==> config.mk <==
export PLATFORM = sky130hd
export DESIGN_NAME = ram_sc_reader
export DESIGN_NICKNAME = d
export VERILOG_FILES = /design/src/rtl/ram_pkg.sv /design/src/rtl/ram_rd_fifo.sv /design/src/rtl/ram_sc_reader.sv
export SDC_FILE = /design/constraint.sdc
export NUM_CORES = 1
export LEC_CHECK = 0
export CAP_MARGIN = 10
export CORE_ASPECT_RATIO = 1.75
export CORE_MARGIN = 2
export CORE_UTILIZATION = 45
export DETAILED_ROUTE_END_ITERATION = 8
export PLACE_DENSITY_LB_ADDON = 0.08
export RECOVER_POWER = 100
export SYNTH_ARGS = -nofsm -noshare
export SYNTH_HDL_FRONTEND = slang
export SYNTH_SLANG_ARGS = --single-unit
==> constraint.sdc <==
create_clock -name clk_in -period 14.1 [get_ports clk_in]
set_input_delay 3.525 -clock clk_in [delete_from_list [all_inputs] [get_ports clk_in]]
set_output_delay 3.525 -clock clk_in [all_outputs]
set_load 0.03 [all_outputs]
==> src/rtl/ram_pkg.sv <==
`default_nettype none
// ============================================================================
// ram_pkg
// Shared row/span types and read-buffer constants for the block RAM and its
// read-side engine.
// Revision: 1.0
// ============================================================================
package ram_pkg;

  localparam int SPAN_NBITS_DEF = 8;
  localparam int NUM_SPANS_DEF  = 8;
  localparam int RD_BUF_DEPTH   = 3;

  typedef logic [SPAN_NBITS_DEF-1:0] Data;
  typedef Data  [NUM_SPANS_DEF-1:0]  Row;

  typedef enum logic [1:0] {
    IDLE  = 2'd0,
    RUN   = 2'd1,
    DRAIN = 2'd2
  } State;

endpackage
`default_nettype wire

==> src/rtl/ram_rd_fifo.sv <==
`default_nettype none
// ============================================================================
// ram_rd_fifo
// Small synchronous FIFO (up to 3 entries) buffering RAM rows for the reader.
// Revision: 1.0
// ============================================================================
module ram_rd_fifo
  import ram_pkg::*;
#(
  parameter int WIDTH = NUM_SPANS_DEF * SPAN_NBITS_DEF,
  parameter int DEPTH = RD_BUF_DEPTH
) (
  input  logic             clk_in,
  input  logic             reset_in,
  input  logic             push_in,
  input  logic             pop_in,
  input  logic [WIDTH-1:0] data_in,
  output logic [1:0]       occupancy_out,
  output logic [WIDTH-1:0] head_out
);

  localparam logic [1:0] c_ptr_last = 2'(DEPTH - 1);
  localparam logic [1:0] c_full     = 2'(DEPTH);

  logic [WIDTH-1:0] r_mem [DEPTH];
  logic [1:0]       r_wr_ptr;
  logic [1:0]       r_rd_ptr;
  logic [1:0]       r_count;

  function automatic logic [1:0] next_ptr(input logic [1:0] p);
    return (p == c_ptr_last) ? 2'd0 : p + 2'd1;
  endfunction

  always_ff @(posedge clk_in) begin
    if (push_in) begin
      r_mem[r_wr_ptr] <= data_in;
    end
  end

  always_ff @(posedge clk_in) begin
    if (reset_in) begin
      r_wr_ptr <= 2'd0;
      r_rd_ptr <= 2'd0;
      r_count  <= 2'd0;
    end else begin
      if (push_in) r_wr_ptr <= next_ptr(r_wr_ptr);
      if (pop_in)  r_rd_ptr <= next_ptr(r_rd_ptr);
      case ({push_in, pop_in})
        2'b10:   r_count <= r_count + 2'd1;
        2'b01:   r_count <= r_count - 2'd1;
        default: r_count <= r_count;
      endcase
    end
  end

  assign occupancy_out = r_count;
  assign head_out      = r_mem[r_rd_ptr];

  a_no_overflow : assert property (@(posedge clk_in) disable iff (reset_in)
    !(push_in && !pop_in && (r_count == c_full)));
  a_no_underflow : assert property (@(posedge clk_in) disable iff (reset_in)
    !(pop_in && (r_count == 2'd0)));

endmodule
`default_nettype wire

==> src/rtl/ram_sc_reader.sv <==
`default_nettype none
// ============================================================================
// ram_sc_reader
// Streams a run of consecutive RAM rows onto a valid/ready interface.
// Revision: 1.0
// ============================================================================
module ram_sc_reader
  import ram_pkg::*;
#(
  parameter int ADDR_NBITS = 5,
  parameter int NUM_SPANS  = NUM_SPANS_DEF,
  parameter int SPAN_NBITS = SPAN_NBITS_DEF
) (
  input  logic                            clk_in,
  input  logic                            reset_in,
  input  logic                            start_in,
  input  logic [ADDR_NBITS-1:0]           baseAddr_in,
  input  logic [ADDR_NBITS:0]             count_in,
  output logic                            busy_out,
  output logic                            done_out,
  output logic [ADDR_NBITS-1:0]           ramAddr_out,
  input  logic [NUM_SPANS*SPAN_NBITS-1:0] ramData_in,
  output logic [NUM_SPANS*SPAN_NBITS-1:0] rdData_out,
  output logic                            rdValid_out,
  input  logic                            rdReady_in
);

  localparam int ROW_NBITS = NUM_SPANS * SPAN_NBITS;
  localparam int CNT_NBITS = ADDR_NBITS + 1;
  localparam logic [CNT_NBITS-1:0] c_one   = CNT_NBITS'(1);
  localparam logic [2:0]           c_depth = 3'(RD_BUF_DEPTH);

  State                  r_state;
  logic [ADDR_NBITS-1:0] r_addr;
  logic [ADDR_NBITS-1:0] r_addr_hold;
  logic [CNT_NBITS-1:0]  r_issue_remain;
  logic [CNT_NBITS-1:0]  r_accept_remain;
  logic                  r_inflight;
  logic                  r_busy;
  logic                  r_done;

  logic [1:0]            w_occupancy;
  logic                  w_issue;
  logic                  w_pop;

  // Issue decision uses only registered state, keeping rdReady_in off the address path.
  assign w_issue = (r_state == RUN) && (r_issue_remain != '0) &&
                   (({1'b0, w_occupancy} + {2'b00, r_inflight}) < c_depth);
  assign w_pop   = rdValid_out && rdReady_in;

  always_ff @(posedge clk_in) begin
    if (reset_in) begin
      r_state         <= IDLE;
      r_addr          <= '0;
      r_addr_hold     <= '0;
      r_issue_remain  <= '0;
      r_accept_remain <= '0;
      r_inflight      <= 1'b0;
      r_busy          <= 1'b0;
      r_done          <= 1'b0;
    end else begin
      r_done     <= 1'b0;
      r_inflight <= w_issue;
      if (w_issue) begin
        r_addr         <= r_addr + 1'b1;
        r_addr_hold    <= r_addr;
        r_issue_remain <= r_issue_remain - 1'b1;
      end
      if (w_pop) begin
        r_accept_remain <= r_accept_remain - 1'b1;
      end
      case (r_state)
        IDLE: begin
          if (start_in) begin
            if (count_in != '0) begin
              r_state         <= RUN;
              r_busy          <= 1'b1;
              r_addr          <= baseAddr_in;
              r_issue_remain  <= count_in;
              r_accept_remain <= count_in;
            end else begin
              r_done <= 1'b1;
            end
          end
        end
        RUN: begin
          if (w_issue && (r_issue_remain == c_one)) begin
            r_state <= DRAIN;
          end
        end
        DRAIN: begin
          if (w_pop && (r_accept_remain == c_one)) begin
            r_state <= IDLE;
            r_busy  <= 1'b0;
            r_done  <= 1'b1;
          end
        end
        default: r_state <= IDLE;
      endcase
    end
  end

  ram_rd_fifo #(
    .WIDTH (ROW_NBITS),
    .DEPTH (RD_BUF_DEPTH)
  ) u_fifo (
    .clk_in        (clk_in),
    .reset_in      (reset_in),
    .push_in       (r_inflight),
    .pop_in        (w_pop),
    .data_in       (ramData_in),
    .occupancy_out (w_occupancy),
    .head_out      (rdData_out)
  );

  assign ramAddr_out = w_issue ? r_addr : r_addr_hold;
  assign rdValid_out = (w_occupancy != 2'd0);
  assign busy_out    = r_busy;
  assign done_out    = r_done;

endmodule
`default_nettype wire

==> impl_metrics.tcl, run 1 <==
set metrics [dict create \
    worstRegToRegCells 3 \
    synth-seq-cells 227 \
    grt_pass1_vias 5391 \
    ys_seq_area_share_pct 73.86 \
    via_per_inst 5.219 \
    first_pass_iters 4 \
    grt_max_degree 129 \
    start_kind "register" \
    nets 825 \
    relSlewSlack_pct -166.9 \
    cts_buffer_depth 3 \
    dr.first_iter.drc_count 164 \
    cts_buffers 20 \
    status "finished with violations" \
    slew_viol_final 326 \
    vias 5198 \
    cts_resized 0 \
    fmax_ghz 0.1174 \
    syn_area_mm2 0.008755 \
    clock_latency_ns 0.48 \
    synth_top_area_share_pct 65.86 \
    worstSetupEndpointType "primary output" \
    holdPathEnd "busy_out$_SDFFE_PP0P_" \
    cp_max_fo 128 \
    tightest_slew_ns 4.003 \
    track_usage_pct 16.70 \
    drt_wl_total_mm 17.33 \
    whs_path_depth 2 \
    syn_avg_cell_area_um2 14.89 \
    critical_path_class "reg -> out" \
    core_mm2 0.01911 \
    crit_arrival_ns 5.00 \
    synth_flop_cell "edfxtp_1" \
    synthTopCellsByArea "edfxtp_1 66%, dfxtp_1 8.0%, mux2i_1 7.4%, o21ai_0 4.1%, nand2_1 3.3%" \
    num_rows 67 \
    hold_path.class "reg -> reg" \
    gp_congestion 0.8158 \
    area_growth_pct 27.07 \
    fin_setup_tns_ns 0 \
    drive_above_1_share_pct 5.459 \
    final_common_cell "edfxtp_1" \
    syn-num-nets 675 \
    async_reset_ff_share_pct 0 \
    fp.dieArea_mm2 0.02063 \
    violations "max-capacitance violations, max-slew violations" \
    r2r-end "u_fifo.r_mem[0][19]$_DFFE_PP_" \
    ys_types 51 \
    antenna_found_initial 6 \
    clkTransAtPathRegs_ns 0.06 \
    post-dp-hpwl_mm 10.86 \
    drc 0 \
    r2r_start "r_inflight$_SDFF_PP0_" \
    setup_violations 0 \
    cts_tree "built" \
    hold_viol_final 0 \
    die_x_um 109.4 \
    synth_edf_count 192 \
    mostFrequentLayoutCells "192 x edfxtp_1, 137 x dlygate4sd3_1, 77 x nand2_1" \
    clock_skew_ns 0.006718 \
    root_buffer "clkbuf_16" \
    die_y_um 188.5 \
    reg2reg_slack_ns 10.11 \
    cts.sink_count 227 \
    postCtsHoldBufs 0 \
    yosys.area.top_type "edfxtp_1" \
    synthCells 588 \
    synth_warnings 0 \
    ir_drop_v 0.00009961 \
    post_cts_buffers 0 \
    port_buffers 150 \
    rsz0062_at_grt "no" \
    cts_max_level 1 \
    p_leak_nw 3.569 \
    fin_util_pct 58.20 \
    period_minus_slack_ns 8.522 \
    ios 151 \
    power.density_mw_per_mm2 140.5 \
    ant_nets 0 \
    grt_first_pass_wirelength_mm 26.84 \
    start_util_pct 45.80 \
    min-delay-start "busy_out$_SDFFE_PP0P_" \
    worstPathRequired_ns 10.57 \
    wire_per_inst_um 17.40 \
    maxCapViolCount 4 \
    finalCritPeriodShare_pct 60.44 \
    grt.overflow.total 0 \
]
## worst max path at each step
stage | start | end | slack [ns] | depth (start not counted)
CTS | u_fifo.occupancy_out[0]$_SDFFE_PP0P_ | ramAddr_out[1] | 7.52 | 6
detailed placement | u_fifo.occupancy_out[0]$_SDFFE_PP0P_ | ramAddr_out[3] | 8.04 | 6
floorplan | r_inflight$_SDFF_PP0_ | u_fifo.r_mem[0][0]$_DFFE_PP_ | 8.65 | 2
global route | register | rdData_out[20] | 4.98 | 2
global placement | u_fifo.occupancy_out[0]$_SDFFE_PP0P_ | ramAddr_out[3] | 8.06 | 6
finish | register | rdData_out[21] | 5.58 | 2
## logic make-up after synthesis
logic type               Yosys count  synth area share, %
adder cells (fa/ha/maj)            8                1.143
XOR/XNOR                          11                1.101
multiplexers                      71                8.203
AND/OR/NAND/NOR                  133                7.232
flip-flops                       227                73.86
AO/OA/AOI/OAI                    103                6.760
buffers and inverters             35                1.701
## cell usage after synthesis (all sizes together), types with 2 or more instances
master and count:
nand2b 4, mux2 6, xor2 2, o21ai 76
a22oi 2, edfxtp 192, ha 8, a211oi 2
mux2i 65, nand2 77, or3 5, clkbuf 16
nand3 6, nor4 5, buf 11, a311oi 4
a21oi 8, nor3 6, dfxtp 35, nor2 14
inv 7, o211ai 2, xnor2 9, and2 6
a211o 2
## through the flow
stage / instance area (um2) / setup slack [ns] / total power, mW / cells / hold slack (ns)
global route: 11120 / 4.979 / 1.629 / 995 / 0.5201
CTS: 11150 / 7.524 / 1.599 / 992 / 0.4863
detailed placement: 10500 / 8.039 / 1.069 / 957 / 0.4772
global placement: 10500 / 8.058 / 1.064 / 957 / 0.4631
finish: 11120 / 5.578 / 1.563 / 996 / 0.4872
floorplan: 8755 / 8.647 / 0.9520 / 588 / 0.4589
## area by class of cell
cell class / count / area (um2)
tap: 241 / 301.5
sequential: 227 / 6470
timing repair buffer: 155 / 1524
inverter: 8 / 30.03
fill: 1558 / 7989
clock buffer: 28 / 591.8
antenna: 4 / 10.01
multi-input combinational: 326 / 2142
clock inverter: 7 / 55.05
## layer usage
layer	part of all wire [%]	global-route usage, %
met2	55	31.91
met5	0.10	0
met1	36	17.23
met4	2.1	5.209
met3	6.6	4.185
## flip-flops by register name, indices dropped and copies added, names as in the netlist, named ones only
signal / cells
busy_out: 1
r_state: 2
u_fifo.occupancy_out: 2
r_accept_remain: 6
done_out: 1
u_fifo.r_mem: 192
r_issue_remain: 6
u_fifo.r_rd_ptr: 2
r_addr_hold: 5
u_fifo.r_wr_ptr: 2
r_addr: 5
r_inflight: 1
## where the power goes
part	leakage [nW]	total (mW)	switching (mW)	internal, mW
Combinational	1.23	0.263	0.155	0.108
Clock	0.319	0.528	0.218	0.310
Sequential	2.02	0.772	0.0176	0.754
Total	3.57	1.56	0.391	1.17
## worst max-delay path: stages, from the launching register on
cell           delay, ns
dfxtp_1             2.93
o21ai_0             0.62
dlygate4sd3_1       0.89
Power figures use the tool's default switching activity.
==> inputs of run 2 (changes only) <==
==> constraint.sdc (replaced) <==
create_clock -name clk_in -period 7.6 [get_ports clk_in]
set_input_delay 1.9 -clock clk_in [delete_from_list [all_inputs] [get_ports clk_in]]
set_output_delay 1.9 -clock clk_in [all_outputs]
set_load 0.03 [all_outputs]
==> run 2 against run 1 <==
Against the previous run:
- the flow still finishes with violations (max-capacitance violations, max-slew violations)
- die area stayed put
- worst hold slack worse by 0.00094 ns
- routed wire length is 3.3% higher
- total power is 90% higher
- flip-flop and latch count stayed put
- utilization is 0.35 points higher
- sequential power is 87% higher
- via count is 0.31% higher
- global-route usage is 0.47 points higher
- first-iteration DRC count is 60% higher
- final cell count is 0.30% higher
- design area is 0.60% higher
- critical path type unchanged
==> impl_metrics.tcl, run 2 (synthesized netlist as in run 1, its figures left out) <==
set metrics [dict create \
    gp_congestion 0.8081 \
    slew_viol_final 230 \
    crit_arrival_ns 4.12 \
    cts_max_level 1 \
    port_buffers 150 \
    post-dp-hpwl_mm 11.11 \
    place_area_mm2 0.01050 \
    mostFrequentLayoutCells "192 x edfxtp_1, 136 x dlygate4sd3_1, 77 x nand2_1" \
    num_rows 67 \
    area_growth_pct 27.83 \
    cts_tree "built" \
    track_usage_pct 17.17 \
    hold_path.class "reg -> reg" \
    fin_setup_tns_ns 0 \
    post_cts_buffers 0 \
    wire_per_inst_um 17.93 \
    drc 0 \
    cts.sink_count 227 \
    root_buffer "clkbuf_16" \
    whs_ns 0.4863 \
    core_mm2 0.01911 \
    ant_nets 0 \
    power.density_mw_per_mm2 265.2 \
    cts_resized 0 \
    worstSetupEndpointType "primary output" \
    tightest_slew_ns 4.054 \
    cts_buffer_depth 3 \
    postCtsHoldBufs 0 \
    nets 827 \
    first_pass_iters 6 \
    hold_viol_final 0 \
    regMostFlops "u_fifo.r_mem" \
    fill_cells 1540 \
    violations "max-capacitance violations, max-slew violations" \
    stdcell_area_mm2 0.01119 \
    vias 5214 \
    worstPathRequired_ns 5.70 \
    p_leak_nw 3.594 \
    via_per_inst 5.219 \
    relSlewSlack_pct -170.3 \
    die_x_um 109.4 \
    reg.largest.list "u_fifo.r_mem x192, r_accept_remain x6, r_issue_remain x6" \
    start_util_pct 45.80 \
    die_y_um 188.5 \
    drive_above_1_share_pct 6.093 \
    setup_violations 0 \
    cp_max_fo 33 \
    antenna_found_initial 5 \
    clock_latency_ns 0.49 \
    grt_first_pass_wirelength_mm 27.34 \
    start_kind "register" \
    fmax_ghz 0.1661 \
    finalCritPeriodShare_pct 79.20 \
    drt_wl_total_mm 17.91 \
    final_common_cell "edfxtp_1" \
    ios 151 \
    critical_path_class "reg -> out" \
    dr.first_iter.drc_count 262 \
    fp.dieArea_mm2 0.02063 \
    clkTransAtPathRegs_ns 0.06 \
    fin_ws_ns 1.581 \
    pre_cts_ws_ns 3.113 \
    period_minus_slack_ns 6.019 \
    grt_pass1_vias 5415 \
    grt_max_degree 129 \
    ir_drop_v 0.0001528 \
    status "finished with violations" \
    cts_buffers 21 \
    grt.overflow.total 0 \
    maxCapViolCount 4 \
    rsz0062_at_grt "no" \
    largest_register_ffs 192 \
    clock_skew_ns 0.01139 \
]
[run 2: cell count changes in the layout (fill, tap and decap cells not counted)]
| cell | before | now |
|---|---|---|
| clkinvlp_4 | 0 | 2 |
| buf_16 | 0 | 1 |
| bufinv_16 | 1 | 2 |
| clkbuf_8 | 4 | 3 |
| clkdlybuf4s50_1 | 13 | 14 |
| clkinv_1 | 5 | 4 |
| clkinv_2 | 2 | 3 |
| diode_2 | 4 | 3 |
| dlygate4sd3_1 | 137 | 136 |
| inv_6 | 0 | 1 |
[run 2: final cells by class]
cell class,instances,area (um2),share of cell area [%]
antenna,3,7.507,0.06708
clock buffer,27,578.1,5.165
clock inverter,11,110.1,0.9839
inverter,8,30.03,0.2683
multi-input combinational,326,2142,19.14
sequential,227,6470,57.82
tap,241,301.5,2.695
timing repair buffer,156,1551,13.86
[run 2: final timing paths]
kind	start	end	slack, ns	cells after the start
worst max register to register	r_inflight$_SDFF_PP0_	u_fifo.r_mem[0][43]$_DFFE_PP_	3.50	3
worst max-delay path	register	rdData_out[61]	1.58	4
worst min register to register	busy_out$_SDFFE_PP0P_	busy_out$_SDFFE_PP0P_	0.49	2
worst min-delay path	busy_out$_SDFFE_PP0P_	busy_out$_SDFFE_PP0P_	0.49	2
[run 2: per-stage QoR]
step                total power, mW  util [%]  cells
finish                        2.968     58.55    999
detailed placement            1.983     54.96    957
CTS                           3.029     58.56    995
floorplan                     1.766         -    588
global route                  3.081     58.52    997
global placement              1.973     54.96    957
[run 2: layer usage]
layer / up-vias / track usage (%) / share of wire [%]
met1: 2544 / 17.42 / 35
met2: 116 / 32.53 / 56
met4: 4 / 6.719 / 3.4
met5: - / 0 / 0.17
met3: 36 / 4.185 / 5.8
li1: 2514 / - / -
[run 2: report_power, final]
| part | switching (mW) | total, mW | leakage (nW) | internal, mW |
|---|---|---|---|---|
| Clock | 0.437 | 1.04 | 0.333 | 0.607 |
| Combinational | 0.278 | 0.482 | 1.24 | 0.203 |
| Sequential | 0.0436 | 1.44 | 2.02 | 1.40 |
[run 2: worst max-delay path, cell delays in order, from the launching register on]
cell and delay (ns):
dfxtp_1 1.69, buf_4 0.73, mux2i_1 0.15, o21ai_0 0.26, dlygate4sd3_1 0.78
